<file path="src/rtl/pipe_ctrl_pkg.sv">
// rtl/pipe_ctrl_pkg.sv - shared states, stall patterns and exception codes for pipe_ctrl
package pipe_ctrl_pkg;

    typedef enum logic [1:0] {
        PC_RUN     = 2'd0,
        PC_FLUSH   = 2'd1,
        PC_RECOVER = 2'd2
    } pc_state_e;

    localparam logic [5:0] StallNone   = 6'b000000;
    localparam logic [5:0] StallIf     = 6'b000011;
    localparam logic [5:0] StallId     = 6'b000111;
    localparam logic [5:0] StallEx     = 6'b001111;
    localparam logic [5:0] StallMem    = 6'b011111;
    localparam logic [5:0] StallFreeze = 6'b111111;

    localparam logic [31:0] ExcEret = 32'h0000_000e;

    // A stalled stage also holds everything upstream of it, so the deepest requester wins.
    function automatic logic [5:0] merge_stall(
        input logic req_if,
        input logic req_id,
        input logic req_ex,
        input logic req_mem
    );
        if (req_mem) begin
            return StallMem;
        end else if (req_ex) begin
            return StallEx;
        end else if (req_id) begin
            return StallId;
        end else if (req_if) begin
            return StallIf;
        end
        return StallNone;
    endfunction

endpackage

</file>
<file path="src/rtl/stall_wdt.sv">
// rtl/stall_wdt.sv - consecutive-stall watchdog counter; TIMEOUT of 0 never expires
module stall_wdt #(
    parameter int unsigned TIMEOUT = 1023
) (
    input  logic clk,
    input  logic rst_n,
    input  logic stall_any_i,
    input  logic run_i,
    input  logic clr_i,
    output logic expire_o
);

    logic [31:0] cnt_q, cnt_d;

    always_comb begin
        cnt_d = cnt_q;
        if (clr_i) begin
            cnt_d = '0;
        end else if (run_i) begin
            cnt_d = stall_any_i ? cnt_q + 32'd1 : '0;
        end
    end

    always_ff @(posedge clk or negedge rst_n) begin
        if (!rst_n) begin
            cnt_q <= '0;
        end else begin
            cnt_q <= cnt_d;
        end
    end

    assign expire_o = (TIMEOUT != 0) && run_i && stall_any_i && (cnt_q == 32'(TIMEOUT - 1));

endmodule

</file>
<file path="src/rtl/pipe_ctrl.sv">
// rtl/pipe_ctrl.sv - stall merge, exception sequencing and stall watchdog for the 5-stage core
// Optional stall-cycle performance counter enabled by PIPE_CTRL_PERF_EN.
module pipe_ctrl
    import pipe_ctrl_pkg::*;
#(
    parameter logic [31:0] EXC_ENTRY     = 32'h0000_0020,
    parameter int unsigned STALL_TIMEOUT = 1023,
    parameter logic [31:0] WDT_ENTRY     = 32'h0000_0040
) (
    input  logic        clk,
    input  logic        rst,
    input  logic        stallreq_if,
    input  logic        stallreq_id,
    input  logic        stallreq_ex,
    input  logic        stallreq_mem,
    input  logic [31:0] excepttype_i,
    input  logic [31:0] cp0_epc_i,
    output logic [5:0]  stall,
    output logic        flush,
    output logic [31:0] new_pc,
    output logic        wdt_o,
    output logic [31:0] stall_cycles_o
);

    pc_state_e   state_q, state_d;
    logic [31:0] target_q, target_d;
    logic        wdt_flag_q, wdt_flag_d;
    logic [5:0]  merged;
    logic        wdt_expire;
    logic        wdt_clr;
    logic        exc_take;

    assign merged   = merge_stall(stallreq_if, stallreq_id, stallreq_ex, stallreq_mem);
    // MEM is frozen while it waits on the data bus, so the exception is simply retried later.
    assign exc_take = (excepttype_i != '0) && !stallreq_mem;

    stall_wdt #(
        .TIMEOUT (STALL_TIMEOUT)
    ) u_stall_wdt (
        .clk         (clk),
        .rst_n       (rst),
        .stall_any_i (merged != StallNone),
        .run_i       (state_q == PC_RUN),
        .clr_i       (wdt_clr),
        .expire_o    (wdt_expire)
    );

    always_comb begin
        state_d    = state_q;
        target_d   = target_q;
        wdt_flag_d = wdt_flag_q;
        wdt_clr    = 1'b0;
        stall      = StallNone;
        flush      = 1'b0;
        new_pc     = '0;
        wdt_o      = 1'b0;
        case (state_q)
            PC_RUN: begin
                if (exc_take) begin
                    stall    = StallFreeze;
                    target_d = (excepttype_i == ExcEret) ? cp0_epc_i : EXC_ENTRY;
                    wdt_clr  = 1'b1;
                    state_d  = PC_FLUSH;
                end else if (wdt_expire) begin
                    stall      = StallFreeze;
                    target_d   = WDT_ENTRY;
                    wdt_flag_d = 1'b1;
                    wdt_clr    = 1'b1;
                    state_d    = PC_FLUSH;
                end else begin
                    stall = merged;
                end
            end
            PC_FLUSH: begin
                flush      = 1'b1;
                new_pc     = target_q;
                wdt_o      = wdt_flag_q;
                wdt_flag_d = 1'b0;
                state_d    = PC_RECOVER;
            end
            PC_RECOVER: begin
                stall   = merged;
                state_d = PC_RUN;
            end
            default: begin
                state_d = PC_RUN;
            end
        endcase
        // Outputs are combinational from the inputs, so hold them quiet while reset is low.
        if (!rst) begin
            stall  = StallNone;
            flush  = 1'b0;
            new_pc = '0;
            wdt_o  = 1'b0;
        end
    end

    always_ff @(posedge clk or negedge rst) begin
        if (!rst) begin
            state_q    <= PC_RUN;
            target_q   <= '0;
            wdt_flag_q <= 1'b0;
        end else begin
            state_q    <= state_d;
            target_q   <= target_d;
            wdt_flag_q <= wdt_flag_d;
        end
    end

`ifdef PIPE_CTRL_PERF_EN
    logic [31:0] perf_q, perf_d;

    // Merged patterns never stop WB, so StallFreeze identifies the exception freeze cycle.
    always_comb begin
        perf_d = perf_q;
        if (stall[0] && (stall != StallFreeze) && (perf_q != 32'hFFFF_FFFF)) begin
            perf_d = perf_q + 32'd1;
        end
    end

    always_ff @(posedge clk or negedge rst) begin
        if (!rst) begin
            perf_q <= '0;
        end else begin
            perf_q <= perf_d;
        end
    end

    assign stall_cycles_o = perf_q;
`else
    assign stall_cycles_o = 32'h0;
`endif

endmodule

</file>
<file path="config.mk">
export PLATFORM = sky130hd
export DESIGN_NAME = pipe_ctrl
export DESIGN_NICKNAME = d
export VERILOG_FILES = /design/src/rtl/pipe_ctrl_pkg.sv /design/src/rtl/stall_wdt.sv /design/src/rtl/pipe_ctrl.sv
export SDC_FILE = /design/constraint.sdc
export NUM_CORES = 1
export LEC_CHECK = 0
export ABC_CLOCK_PERIOD_IN_PS = 2000
export BUFFER_PORTS_ARGS = -buffer_cell sky130_fd_sc_hd__buf_2
export CAP_MARGIN = 10
export CELL_PAD_IN_SITES_DETAIL_PLACEMENT = 0
export CELL_PAD_IN_SITES_GLOBAL_PLACEMENT = 1
export CORE_MARGIN = 2
export CORE_UTILIZATION = 35
export CTS_BUF_LIST = sky130_fd_sc_hd__clkbuf_2 sky130_fd_sc_hd__clkbuf_4 sky130_fd_sc_hd__clkbuf_8
export DETAILED_ROUTE_END_ITERATION = 12
export PLACE_DENSITY_LB_ADDON = 0.3
export SETUP_SLACK_MARGIN = 0.5
export SYNTH_ARGS = -nofsm -noshare
export SYNTH_HDL_FRONTEND = slang
export SYNTH_SLANG_ARGS = --single-unit
</file>
<file path="constraint.sdc">
create_clock -name clk -period 2 [get_ports clk]
set_input_delay 0.2 -clock clk [delete_from_list [all_inputs] [get_ports clk]]
set_output_delay 0.2 -clock clk [all_outputs]
set_load 0.01 [all_outputs]
</file>
==> metrics.txt <==
status complete, but fails checks; failing checks setup timing; Routed WL 13200 µm; Reg area 1680 µm²; Fillers 1039; Top-Level Pins 142; Seq cells post-synth 67; Initial DRC Count 169; Layout Nets 664; max frequency 0.433 GHz; gpl congestion 0.815; Slew Viols, Final 0; Crit Path Category reg -> out; combinational share of power 30.7%; Initial Util 35.7%; crit path from u_stall_wdt.cnt_q[18]$_DFFE_PN0P_; RSZ-0062 raised after global routing true; Crit path max-delay family simple AND/OR/NAND/NOR gates; DR vias 4021; fraction of registers with async set/reset 100%; die outline area 12400 µm²; register area share after synthesis 41.5%; largest stage delay on the critical path 400 ps; ys flop type dfrtp_1; TritonCTS clock tree done; Final min period 2310 ps; RR Startpoint u_stall_wdt.cnt_q[18]$_DFFE_PN0P_; Mean Syn Cell Area 9.78 µm²; WP buf/inv 3; Final period util 115%; Max Clock Skew 10.6 ps; cell count after synthesis 413; startpoint types flop; total CTS buffers 9; clk root buf clkbuf_8; LEAKAGE 2.98 nW; GRT busiest layer met2; DR pass1 iterations 4; GR Util met1 27.4%; CTS max path bufs 2; Worst Setup End Kind primary output; largest net degree at the start of global routing 37; count of flip-flops with a built-in enable after synthesis 0; Cell Pwr Density 625 nW/µm²; Required @ worst endpoint 1800 ps; Fin. Hold Viols 0; grt ovf 0; CTS sink cnt 67; met2 Use GR 35.5%; GR Util met3 3.27%; worst hold path class in -> reg; drt drc 0; Max Cap Viol 0; antenna fix cells 0; Die W 111 µm; antenna violations before repair 0; chip height 111 µm; vias per inst 5.43; dpl ws -171 ps; Rel. slew slack 66.1%; Worst path slowest cell dfrtp_1; Pint 0.00259 W; vias in the first global route 4081; measured slew at the worst slew-check pin 509 ps; worst path arrival time 2110 ps; Netlist cell types 52; post-route setup slack -307 ps; critical path, cell by cell nor4_2 -> nand4_1 -> buf_4 -> nor3_4 -> buf_6 -> o21ai_4 -> o22ai_1 -> buf_2; P_sw 0.00129 W; later-pin clock latency in the skew report 350 ps; Reg power frac 38.9%; # rows 39; setup TNS -11460 ps; Hold Crit Start cp0_epc_i[19]; Tot GR Track Use 20.9%; Detail Route Antenna Nets 0; Core Util, Final 54.8%; ratio of cells with drive above 1 in the final layout 48.6%; Reg clk slew, reported paths 80 ps; Worst VDD drop 0.365 mV; first-pass GRT wire length 21000 µm; Worst Path Max Fanout 5; # setup viols final 64; Ys Warns 0; switching power share of the total 33.3%; routed len/inst 17.9 µm; H-tree depth 3; Clock Power Share 30.5%; Synth Cell Area 4040 µm²; Layout area overhead 53.6%; IO Port Bufs 109; dpl hpwl 8000 µm; multi-input logic area 2490 µm²; Core ar. 11300 µm²
[placed cells by master (no fill, tap or decap), types with 8 or more instances in the layout]
| master | instances |
|---|---|
| buf_2 | 81 |
| and2_1 | 11 |
| dfrtp_1 | 67 |
| clkbuf_8 | 9 |
| a22o_1 | 38 |
| and3_1 | 15 |
| buf_6 | 38 |
| nand3_1 | 12 |
| nor2_1 | 24 |
| inv_1 | 8 |
| buf_4 | 63 |
| nand2_1 | 22 |
| conb_1 | 32 |
| and3_4 | 23 |
| nand4_1 | 24 |
[synth_stat cells, types with 2 or more instances]
cell / number / area, µm²
o22ai_1: 2 / 12.5
buf_2: 8 / 40.0
and3_1: 37 / 231
and2_1: 11 / 68.8
o41ai_1: 2 / 17.5
clkbuf_1: 13 / 48.8
and4_1: 4 / 35.0
a41oi_1: 8 / 70.1
a22o_1: 38 / 333
o31ai_1: 2 / 15.0
nor3_1: 7 / 35.0
nor2b_1: 2 / 12.5
nand2_1: 22 / 82.6
o31ai_2: 10 / 125
nand3_1: 14 / 70.1
mux2i_1: 5 / 50.1
a22oi_1: 3 / 22.5
inv_1: 8 / 30.0
buf_6: 3 / 33.8
o21ai_0: 6 / 30.0
or3_1: 2 / 12.5
ha_1: 2 / 25.0
nor3_2: 2 / 20.0
a41o_1: 6 / 60.1
nand4_1: 24 / 150
buf_4: 38 / 285
o2bb2ai_1: 2 / 17.5
a21oi_1: 3 / 15.0
o311ai_1: 5 / 43.8
dfrtp_1: 67 / 1680
nor4_1: 12 / 75.1
nor2_1: 25 / 93.8
[per-layer routing]
metal	share of wire, %	routed length, µm
met2	50	6670
met3	4.6	607
met5	0	0
met1	43	5740
met4	1.6	214
[final timing paths]
kind                                                    end  slack, ps  depth (start not counted)
hold reg to reg                     target_q[0]$_DFFE_PN0P_        510                          1
setup reg to reg                   target_q[12]$_DFFE_PN0P_       -270                         10
hold / removal                     target_q[19]$_DFFE_PN0P_         60                          2
setup / recovery                                   stall[4]       -310                          8
max in group asynchronous            state_q[0]$_DFFE_PN0P_       1220                          2
min in group asynchronous  u_stall_wdt.cnt_q[3]$_DFFE_PN0P_         80                          2
[stage by stage]
step	power, W	instances	area (µm²)	hold WS (ps)
6_report	0.00388	740	6200	56.6
5_1_grt	0.00407	740	6200	54.8
4_1_cts	0.00379	733	5950	43.1
3_5_place_dp	0.00239	691	5020	96.7
3_3_place_gp	0.00236	691	5020	95.2
2_1_floorplan	0.00205	444	4270	-95.6
[cells by family after synthesis]
family	Yosys count	share of synthesized area [%]
multiplexers	5	1.24
buffers and inverters	70	10.8
adder cells (fa/ha/maj)	2	0.619
AND/OR/NAND/NOR	173	25.0
AO/OA/AOI/OAI	95	20.7
flip-flops	67	41.5
other	1	0.0928
[sequential cells by signal, indices dropped and copies added, names as in the netlist]
signal             cells
state_q                2
wdt_flag_q             1
target_q              32
u_stall_wdt.cnt_q     32
[power by group through the flow]
stage / clock network, W / registers, W / logic [W]
after floorplan: 0 / 0.00156 / 0.000491
after global placement: 0 / 0.00152 / 0.000840
after detailed placement: 0 / 0.00153 / 0.000861
after CTS: 0.00120 / 0.00151 / 0.00109
after global routing: 0.00126 / 0.00152 / 0.00129
final: 0.00118 / 0.00151 / 0.00119
[layout make-up]
type / instances / share of cell area [%]
tap: 143 / 2.88
clock inverter: 7 / 1.23
timing repair buffer: 197 / 26.3
multi-input combinational: 309 / 40.1
inverter: 8 / 0.484
sequential: 67 / 27.0
clock buffer: 9 / 2.00
[worst reg2reg max path, cell delays in order, from the launching register on]
cell	delay, ps
dfrtp_1	400
nor4_2	340
nand4_1	210
buf_4	190
nor3_4	130
buf_6	130
o21ai_4	80
buf_4	160
buf_6	140
buf_12	150
a22o_1	240
[what timing repair did]
action / in CTS / in global routing
setup buffers: 16 / 5
hold buffers: 2 / 0
pin swaps: 18 / 8
cloned: 8 / 2
endpoints found under the hold margin: 8 / 0
resized for setup: 80 / 30
setup endpoints to repair: 106 / 106
(Power assumes the default switching activity.)
